### config.mk
export PLATFORM = sky130hd
export DESIGN_NAME = elevator_call_scheduler
export DESIGN_NICKNAME = d
export VERILOG_FILES = /design/src/rtl/elevator_call_scheduler.sv
export SDC_FILE = /design/constraint.sdc
export NUM_CORES = 1
export LEC_CHECK = 0
export CORE_MARGIN = 3
export CORE_UTILIZATION = 43
export DETAILED_ROUTE_END_ITERATION = 10
export PLACE_DENSITY = 0.66
export SLEW_MARGIN = 0
export SYNTH_ARGS = -nofsm -noshare
export SYNTH_HDL_FRONTEND = slang
export SYNTH_SLANG_ARGS = --single-unit
### constraint.sdc
create_clock -name clk -period 3.7 [get_ports clk]
set_input_delay 0.37 -clock clk [delete_from_list [all_inputs] [get_ports clk]]
set_output_delay 0.37 -clock clk [all_outputs]
set_load 0.01 [all_outputs]
### src/rtl/elevator_call_scheduler.sv
// SCAN-ordered call scheduler for a 4-floor elevator controller: latches calls, issues one
// target at a time, tracks the car from the controller's move pulses and drops dead targets.
module elevator_call_scheduler #(
    parameter int NUM_FLOORS  = 4,
    parameter int WDOG_CYCLES = 64
) (
    input  logic                  clk,
    input  logic                  rst_n,
    input  logic [NUM_FLOORS-1:0] call_btn,
    input  logic                  move_up,
    input  logic                  move_down,
    input  logic                  door_open,
    output logic [1:0]            floor_req,
    output logic [NUM_FLOORS-1:0] pending,
    output logic [1:0]            cur_floor,
    output logic                  dir_up,
    output logic                  busy,
    output logic                  serviced,
    output logic                  wdog_fault
);

    localparam int              WW        = $clog2(WDOG_CYCLES);
    localparam logic [WW-1:0]   WDOG_LAST = WW'(WDOG_CYCLES - 1);
    localparam logic [1:0]      TOP_FLOOR = 2'(NUM_FLOORS - 1);
    localparam logic [NUM_FLOORS-1:0] NO_FLOORS = {NUM_FLOORS{1'b0}};

    typedef enum logic [1:0] {
        IDLE         = 2'd0,
        DISPATCH     = 2'd1,
        WAIT_SERVICE = 2'd2,
        HOLD         = 2'd3
    } state_t;

    state_t                  state_r;
    state_t                  state_s;
    logic [NUM_FLOORS-1:0]   pending_r;
    logic [1:0]              cur_floor_r;
    logic [1:0]              floor_req_r;
    logic [1:0]              floor_req_s;
    logic                    dir_up_r;
    logic                    dir_up_s;
    logic                    busy_r;
    logic                    serviced_r;
    logic                    wdog_fault_r;
    logic [WW-1:0]           wdog_r;
    logic [WW-1:0]           wdog_s;
    logic                    door_q_r;

    logic [NUM_FLOORS-1:0]   cur_mask_s;
    logic [NUM_FLOORS-1:0]   set_mask_s;
    logic [NUM_FLOORS-1:0]   clr_mask_s;
    logic [NUM_FLOORS-1:0]   avail_s;
    logic                    door_rise_s;
    logic                    svc_s;
    logic                    tgt_svc_s;
    logic                    wdog_exp_s;
    logic [2:0]              above_s;
    logic [2:0]              below_s;
    logic [1:0]              pos_s;

    function automatic logic [NUM_FLOORS-1:0] floor_mask(input logic [1:0] f);
        floor_mask = {{(NUM_FLOORS-1){1'b0}}, 1'b1} << f;
    endfunction

    // {found, floor}: nearest set bit strictly above f (loop runs top-down so the last hit wins)
    function automatic logic [2:0] nearest_above(input logic [NUM_FLOORS-1:0] p, input logic [1:0] f);
        logic [2:0] r;
        r = 3'b000;
        for (int i = NUM_FLOORS - 1; i >= 0; i--) begin
            r = ((i > int'(f)) && p[i]) ? {1'b1, 2'(i)} : r;
        end
        return r;
    endfunction

    function automatic logic [2:0] nearest_below(input logic [NUM_FLOORS-1:0] p, input logic [1:0] f);
        logic [2:0] r;
        r = 3'b000;
        for (int i = 0; i < NUM_FLOORS; i++) begin
            r = ((i < int'(f)) && p[i]) ? {1'b1, 2'(i)} : r;
        end
        return r;
    endfunction

    // Call capture, service detection, watchdog expiry and position update
    always_comb begin
        cur_mask_s  = floor_mask(cur_floor_r);
        door_rise_s = door_open & ~door_q_r;
        svc_s       = door_rise_s & (|(pending_r & cur_mask_s));
        tgt_svc_s   = (state_r == WAIT_SERVICE) & svc_s & (cur_floor_r == floor_req_r);
        wdog_exp_s  = (state_r == WAIT_SERVICE) & ~tgt_svc_s & (wdog_r == WDOG_LAST);
        // presses at the floor whose door is open are already being served
        set_mask_s  = call_btn & ~(door_open ? cur_mask_s : NO_FLOORS);
        clr_mask_s  = (svc_s ? cur_mask_s : NO_FLOORS)
                    | (wdog_exp_s ? floor_mask(floor_req_r) : NO_FLOORS);
        avail_s     = pending_r & ~clr_mask_s;
        above_s     = nearest_above(avail_s, cur_floor_r);
        below_s     = nearest_below(avail_s, cur_floor_r);
        if (move_up && !move_down && (cur_floor_r != TOP_FLOOR)) begin
            pos_s = cur_floor_r + 2'd1;
        end else if (move_down && !move_up && (cur_floor_r != 2'd0)) begin
            pos_s = cur_floor_r - 2'd1;
        end else begin
            pos_s = cur_floor_r;
        end
    end

    // State register
    always_ff @(posedge clk or negedge rst_n) begin
        if (!rst_n) begin
            state_r <= IDLE;
        end else begin
            state_r <= state_s;
        end
    end

    // Next-state logic
    always_comb begin
        state_s = state_r;
        case (state_r)
            IDLE: begin
                state_s = (pending_r != NO_FLOORS) ? DISPATCH : IDLE;
            end
            DISPATCH: begin
                state_s = (avail_s != NO_FLOORS) ? WAIT_SERVICE : IDLE;
            end
            WAIT_SERVICE: begin
                if (tgt_svc_s) begin
                    state_s = HOLD;
                end else if (wdog_exp_s) begin
                    state_s = IDLE;
                end else begin
                    state_s = WAIT_SERVICE;
                end
            end
            HOLD: begin
                if (!door_open) begin
                    state_s = (pending_r != NO_FLOORS) ? DISPATCH : IDLE;
                end else begin
                    state_s = HOLD;
                end
            end
            default: begin
                state_s = IDLE;
            end
        endcase
    end

    // Target selection, sweep direction and watchdog count
    always_comb begin
        floor_req_s = floor_req_r;
        dir_up_s    = dir_up_r;
        wdog_s      = wdog_r;
        case (state_r)
            IDLE: begin
                floor_req_s = cur_floor_r;
            end
            DISPATCH: begin
                wdog_s = {WW{1'b0}};
                if (avail_s == NO_FLOORS) begin
                    floor_req_s = floor_req_r;
                end else if (|(avail_s & cur_mask_s)) begin
                    floor_req_s = cur_floor_r;
                end else if (dir_up_r) begin
                    if (above_s[2]) begin
                        floor_req_s = above_s[1:0];
                    end else begin
                        dir_up_s    = 1'b0;
                        floor_req_s = below_s[1:0];
                    end
                end else begin
                    if (below_s[2]) begin
                        floor_req_s = below_s[1:0];
                    end else begin
                        dir_up_s    = 1'b1;
                        floor_req_s = above_s[1:0];
                    end
                end
            end
            WAIT_SERVICE: begin
                if (wdog_exp_s) begin
                    wdog_s = wdog_r;
                end else begin
                    wdog_s = wdog_r + {{(WW-1){1'b0}}, 1'b1};
                end
            end
            HOLD: begin
                floor_req_s = floor_req_r;
            end
            default: begin
                floor_req_s = floor_req_r;
            end
        endcase
    end

    // Registered datapath and outputs
    always_ff @(posedge clk or negedge rst_n) begin
        if (!rst_n) begin
            pending_r    <= NO_FLOORS;
            cur_floor_r  <= 2'd0;
            floor_req_r  <= 2'd0;
            dir_up_r     <= 1'b1;
            busy_r       <= 1'b0;
            serviced_r   <= 1'b0;
            wdog_fault_r <= 1'b0;
            wdog_r       <= {WW{1'b0}};
            door_q_r     <= 1'b0;
        end else begin
            pending_r    <= (pending_r | set_mask_s) & ~clr_mask_s;
            cur_floor_r  <= pos_s;
            floor_req_r  <= floor_req_s;
            dir_up_r     <= dir_up_s;
            busy_r       <= (state_s != IDLE);
            serviced_r   <= svc_s;
            wdog_fault_r <= wdog_fault_r | wdog_exp_s;
            wdog_r       <= wdog_s;
            door_q_r     <= door_open;
        end
    end

    assign floor_req  = floor_req_r;
    assign pending    = pending_r;
    assign cur_floor  = cur_floor_r;
    assign dir_up     = dir_up_r;
    assign busy       = busy_r;
    assign serviced   = serviced_r;
    assign wdog_fault = wdog_fault_r;

endmodule
==> results of run 1 <==
## final cells by class
type / count / area, µm² / area share
clock buffer: 3 / 22.5 / 0.0131
clock inverter: 1 / 5.00 / 0.00290
inverter: 5 / 18.8 / 0.0109
multi-input combinational: 128 / 896 / 0.520
sequential: 21 / 527 / 0.306
tap: 44 / 55.1 / 0.0319
timing repair buffer: 20 / 200 / 0.116
## registers in the layout, indices dropped and copies added, names as in the netlist
| name | count |
|---|---|
| dir_up | 1 |
| state_r | 2 |
| pending | 4 |
| wdog_r | 6 |
| door_q_r | 1 |
| busy | 1 |
| wdog_fault | 1 |
| serviced | 1 |
| floor_req | 2 |
| cur_floor | 2 |
## worst register-to-register path, stage by stage, from the launching register on
cell	delay, ns
dfrtp_1	0.53
inv_1	0.20
ha_1	0.34
nand2_2	0.13
a41oi_4	0.44
a2111oi_4	0.20
a2bb2oi_1	0.17
o211a_1	0.23
a31oi_1	0.40
or4b_1	0.48
a22o_1	0.24
## how the worst max path moves through the flow
| stage | startpoint | end | cells past startpoint |
|---|---|---|---|
| floorplan | cur_floor[1]$_DFFE_PN0P_ | dir_up$_DFFE_PN1P_ | 10 |
| global placement | door_open | dir_up$_DFFE_PN1P_ | 9 |
| detailed placement | door_open | dir_up$_DFFE_PN1P_ | 9 |
| CTS | cur_floor[1]$_DFFE_PN0P_ | dir_up$_DFFE_PN1P_ | 10 |
| global route | cur_floor[1]$_DFFE_PN0P_ | dir_up$_DFFE_PN1P_ | 10 |
| finish | cur_floor[1]$_DFFE_PN0P_ | dir_up$_DFFE_PN1P_ | 10 |
## where the power goes
group / total (mW) / internal, mW / switching (mW)
clock network: 0.118 / 0.0405 / 0.0772
registers: 0.440 / 0.307 / 0.133
logic: 0.700 / 0.331 / 0.369
total: 1.26 / 0.679 / 0.579
## cells by family after synthesis
family / count (synthesis) / synth area share
xor+xnor: 3 / 0.0182
flops: 21 / 0.364
compound gates: 43 / 0.243
fa+ha+maj: 7 / 0.0606
simple gates: 75 / 0.298
buf+inv: 6 / 0.0164
## layout by cell type (no fill, tap or decap), types with 3 or more instances in the layout
master / count
xnor2_1: 3
a21oi_1: 8
dfrtp_1: 20
nand3_1: 6
ha_1: 7
o21ai_0: 9
inv_1: 5
nor2_1: 13
clkbuf_4: 3
nand2_1: 19
a31oi_1: 3
o31ai_1: 4
and3_1: 4
clkdlybuf4s50_1: 20
nand2b_1: 5
nand3b_1: 3
## stage by stage
| step | std cells | utilization |
|---|---|---|
| after floorplan | 155 | - |
| after global placement | 218 | 0.542 |
| after detailed placement | 218 | 0.542 |
| after CTS | 222 | 0.551 |
| after global routing | 222 | 0.551 |
| final | 222 | 0.551 |
## per-layer routing
metal | track usage | vias up
met3 | 0.0299 | 5
met4 | 0.0566 | 0
met5 | 0 | -
met1 | 0.247 | 603
li1 | - | 628
met2 | 0.306 | 28
==> impl_metrics.csv, run 1 <==
group,metric,value,unit
yosys,netlist_area,0.00145,mm²
worst_setup_path,crit_arrival,3.67,ns
worst_setup_path,crit_fanout,10,
worst_setup_path,critical_path_class,"flip-flop to flip-flop",
grt,grt_pass1_vias,1329,
routing,viasPerCell,5.69,
floorplanning,die_y,64.0,µm
yosys,yosysMostFrequentCell,"dfrtp_1",
timing,period_needed,3.41,ns
yosys,syn_avg_cell_area,9.33,µm²
grt,antenna_found_initial,0,
worst_setup_path,worstSetupEndpointType,"flip-flop",
routing,dr.first_iter.drc_count,63,
power_and_ir_drop,total_power,1.26,mW
power_and_ir_drop,ir_worst_vdd,0.370,mV
routing,drc,0,
clock_tree,cts_buffers,3,
yosys,synth_edf_count,0,
routing,wirelength,3370,µm
clock_tree,cts-root-buf,"clkbuf_4",
routing,wl_met3,107,µm
finish,nNetsFinal,195,
yosys,syn_nets,171,
place,hpwl,2560,µm
timing,finalHoldViolations,0,
yosys,ys_types,50,
power_and_ir_drop,power_density,730,mW/mm²
worst_setup_path,slowest_delay,0.53,ns
yosys,ys_seq_elements,21,
timing,rsz0062_at_grt,"false",
yosys,syn-instance-count,155,
routing,drt-met1-wl,1680,µm
routing,ant_nets,0,
routing,first_pass_iters,4,
grt,gr-total-overflow,0,
worst_setup_path,startpoint_type,"flip-flop",
floorplanning,die_w,64.0,µm
routing,wl_per_cell,15.2,µm
floorplanning,ios,21,
floorplanning,coreArea,0.00313,mm²
hold_path,hold_depth,1,
grt,grt_pass1_wl,6140,µm
clock_tree,post_cts_hold_buffer_count,0,
job,drv_cap,0,
clock_tree,clk_latency,0.32,ns
yosys,synth_ff_type,"dfrtp_1",
hold_path,hp-class,"flip-flop to flip-flop",
hold_path,whs_endpoint,"wdog_fault$_DFF_PN0_",
floorplanning,dieArea,0.00410,mm²
timing,hold_slack,0.484,ns
routing,highest_layer,"met4",
worst_setup_path,path_buf_inv,1,
finish,fillCellCount,296,
yosys,synth_commonest_cells,"dfrtp_1 (20), nand2_1 (19), nor2_1 (13)",
clock_tree,clk_path_buf_depth,2,
timing,slew_viol_final,0,
timing,clock.fmax,0.293,GHz
worst_setup_path,r2r_cells,10,
worst_setup_path,r2r_start,"cur_floor[1]$_DFFE_PN0P_",
finish,num_antenna_cells,0,
yosys,synth_top_cell_by_area,"dfrtp_1",
routing,num_vias,1264,
worst_setup_path,cp_slowest_cell,"dfrtp_1",
clock_tree,numClockSinks,21,
hold_path,hp-start,"wdog_fault$_DFF_PN0_",
routing,wl_met2,1550,µm
timing,fin_crit_sh,0.922,
place,post-place-ws,0.291,ns
timing,tightestPinTransition,0.958,ns
grt,grtUsageTotal,0.185,
timing,fin_skew,0.00339,ns
worst_setup_path,cpLargestDelayFamily,"compound AO/OA/AOI/OAI gates",
yosys,yosys-top-cells-area,"dfrtp_1 (35%), ha_1 (6.1%), nand2_1 (4.9%), a2111oi_4 (3.8%), nor2_1 (3.4%)",
timing,slew-limit-headroom,0.360,
clock_tree,postCtsSetupRepairBufs,0,
yosys,yosysSeqAreaShare,0.364,
worst_setup_path,crit_required,3.96,ns
worst_setup_path,reg2reg_to,"dir_up$_DFFE_PN1P_",
worst_setup_path,worstPathCellList,"inv_1, ha_1, nand2_2, a41oi_4, a2111oi_4, a2bb2oi_1, o211a_1, a31oi_1, or4b_1, a22o_1",
power_and_ir_drop,p_leak,0.708,nW
clock_tree,ctsResizeCount,0,
timing,fin_ws,0.290,ns
yosys,synth_top_cell_area_share,0.346,
clock_tree,cts_max_level,1,
finish,drive_above_1_share,0.112,
finish,area_delta_synth_final,19.2,%
timing,setup_viol,0,
grt,grt_max_degree,22,
floorplanning,num_rows,20,
clock_tree,cts_tree,"done",
place,dpl_cell_area,0.00170,mm²
yosys,async_flop_share,1.00,
outcome,status,"finished clean",
worst_setup_path,r2r_setup_slack,0.29,ns
clock_tree,path_clk_slew,0.12,ns
timing,setup_tns,0,ns
finish,final_area,0.00172,mm²
place,port_buffers,20,
place,gp_congestion,0.884,
floorplanning,start_util,0.462,
yosys,yosysWarnings,0,
Note: power is estimated with default switching activity, not from simulation.
==> inputs of run 2 (changes only) <==
--- a/config.mk
+++ b/config.mk
@@ -9,6 +9,7 @@
 export CORE_UTILIZATION = 43
 export DETAILED_ROUTE_END_ITERATION = 10
 export PLACE_DENSITY = 0.66
+export SETUP_SLACK_MARGIN = 0.2
 export SLEW_MARGIN = 0
 export SYNTH_ARGS = -nofsm -noshare
 export SYNTH_HDL_FRONTEND = slang
==> run 2 against run 1 <==
Net effect: global-route usage unchanged; flip-flop and latch count unchanged; combinational power increased by 1%; first-iteration DRC count is 11% higher; cell count rose by 0.45%; maximum frequency rose by 4.9%; routed wire length down 0.68%; clock skew down 0.0029 ns; sequential power about the same; non-clock buffer count is 1 higher; largest power group unchanged.
==> impl_metrics.csv, run 2 (synthesized netlist as in run 1, its figures left out) <==
group,metric,value,unit
outcome,status,"finished clean",
power_and_ir_drop,p_leak,0.714,nW
routing,ant_nets,0,
hold_path,hold_depth,1,
power_and_ir_drop,p_comb_frac,0.560,
routing,dr.first_iter.drc_count,70,
clock_tree,numClockSinks,21,
grt,grt_pass1_wl,6140,µm
timing,finalHoldViolations,0,
grt,grt_pass1_vias,1329,
floorplanning,dieArea,0.00410,mm²
worst_setup_path,critical_path_class,"flip-flop to flip-flop",
finish,final_cell_mix,"dfrtp_1 (20), clkdlybuf4s50_1 (20), nand2_1 (19)",
power_and_ir_drop,internal-power,0.684,mW
finish,largest_reg_flops,6,
routing,drc,0,
power_and_ir_drop,power_density,727,mW/mm²
floorplanning,die_y,64.0,µm
worst_setup_path,r2r_cells,10,
power_and_ir_drop,p_clk_frac,0.091,
place,port_buffers,20,
grt,gr-total-overflow,0,
timing,fin_skew,0.000500,ns
floorplanning,ios,21,
finish,area_delta_synth_final,20.2,%
floorplanning,start_util,0.462,
hold_path,hp-class,"flip-flop to flip-flop",
power_and_ir_drop,ir_worst_vdd,0.396,mV
grt,grtUsageTotal,0.185,
power_and_ir_drop,switching_share,0.458,
clock_tree,cts_max_level,1,
timing,slew_viol_final,0,
place,gp_congestion,0.884,
clock_tree,cts-root-buf,"clkbuf_4",
finish,final_util,0.556,
job,drv_cap,0,
timing,setup_viol,0,
clock_tree,clk_latency,0.31,ns
finish,nNetsFinal,196,
grt,antenna_found_initial,0,
floorplanning,num_rows,20,
floorplanning,die_w,64.0,µm
timing,slew-limit-headroom,0.354,
place,hpwl,2560,µm
clock_tree,path_clk_slew,0.12,ns
timing,period_needed,3.25,ns
floorplanning,coreArea,0.00313,mm²
clock_tree,cts_tree,"done",
timing,setup_tns,0,ns
timing,rsz0062_at_grt,"false",
timing,tightestPinTransition,0.966,ns
worst_setup_path,crit_fanout,10,
timing,fin_crit_sh,0.878,
worst_setup_path,crit_required,3.96,ns
worst_setup_path,worstSetupEndpointType,"flip-flop",
routing,viasPerCell,5.69,
worst_setup_path,startpoint_type,"flip-flop",
finish,drive_above_1_share,0.123,
power_and_ir_drop,switching_power,0.579,mW
routing,first_pass_iters,4,
timing,clock.fmax,0.308,GHz
clock_tree,post_cts_hold_buffer_count,0,
power_and_ir_drop,seqPwrFrac,0.349,
worst_setup_path,crit_arrival,3.51,ns
routing,wl_per_cell,15.0,µm
finish,top_register,"wdog_r",
clock_tree,clk_path_buf_depth,2,
grt,grt_max_degree,22,
routing,num_vias,1269,
routing,wirelength,3350,µm
finish,num_antenna_cells,0,
clock_tree,cts_buffers,3,
-- run 2: final timing paths --
path	endpoint	slack, ns	startpoint
max	dir_up$_DFFE_PN1P_	0.45	cur_floor[1]$_DFFE_PN0P_
max in group asynchronous	wdog_fault$_DFF_PN0_	2.54	rst_n
min in group asynchronous	door_q_r$_DFF_PN0_	0.58	rst_n
min reg2reg	wdog_fault$_DFF_PN0_	0.48	wdog_fault$_DFF_PN0_
max reg2reg	dir_up$_DFFE_PN1P_	0.45	cur_floor[1]$_DFFE_PN0P_
min	wdog_fault$_DFF_PN0_	0.48	wdog_fault$_DFF_PN0_
-- run 2: area by class of cell --
cell class                      count  area, µm²
Timing Repair Buffer               21        208
Fill cell                         295       1390
Sequential cell                    21        527
Multi-Input combinational cell    128        902
Clock buffer                        3       22.5
Tap cell                           44       55.1
Inverter                            5       18.8
Clock inverter                      1       5.00
-- run 2: worst max-delay path, cell delays in order, from the launching register on --
cell and delay (ns):
dfrtp_1 0.52, inv_1 0.20, ha_1 0.26, nand2_1 0.16
a41oi_4 0.44, a2111oi_4 0.17, nor3b_2 0.29, nor4_1 0.12
a31oi_2 0.32, or4b_1 0.47, a22o_1 0.24
-- run 2: per-layer routing --
| metal | global-route usage | vias to the layer above | wire length (µm) |
|---|---|---|---|
| met5 | 0 | - | 0 |
| met4 | 0.0566 | 0 | 33 |
| met3 | 0.0299 | 4 | 131 |
| met2 | 0.306 | 33 | 1540 |
| met1 | 0.247 | 605 | 1640 |
| li1 | - | 627 | - |
-- run 2: through the flow --
step	std cells	hold WS [ns]	instance area, µm²	total power, mW	setup slack (ns)
final	223	0.484	1740	1.26	0.450
after detailed placement	218	0.453	1700	1.14	0.291
after global routing	223	0.532	1740	1.38	0.238
after CTS	222	0.483	1720	1.26	0.303
after floorplan	155	0.0744	1450	0.903	0.697
after global placement	218	0.455	1700	1.13	0.349
-- run 2: what timing repair did --
action,in CTS,in global routing
endpoints found under the setup margin,0,1
setup buffers,0,1
resized for setup,0,1
-- run 2: power groups by stage --
| stage | logic [mW] | registers, mW | clock network [mW] |
|---|---|---|---|
| finish | 0.707 | 0.441 | 0.115 |
| global route | 0.786 | 0.462 | 0.129 |
| CTS | 0.700 | 0.437 | 0.119 |
| detailed placement | 0.697 | 0.442 | 0 |
| global placement | 0.695 | 0.440 | 0 |
| floorplan | 0.474 | 0.430 | 0 |
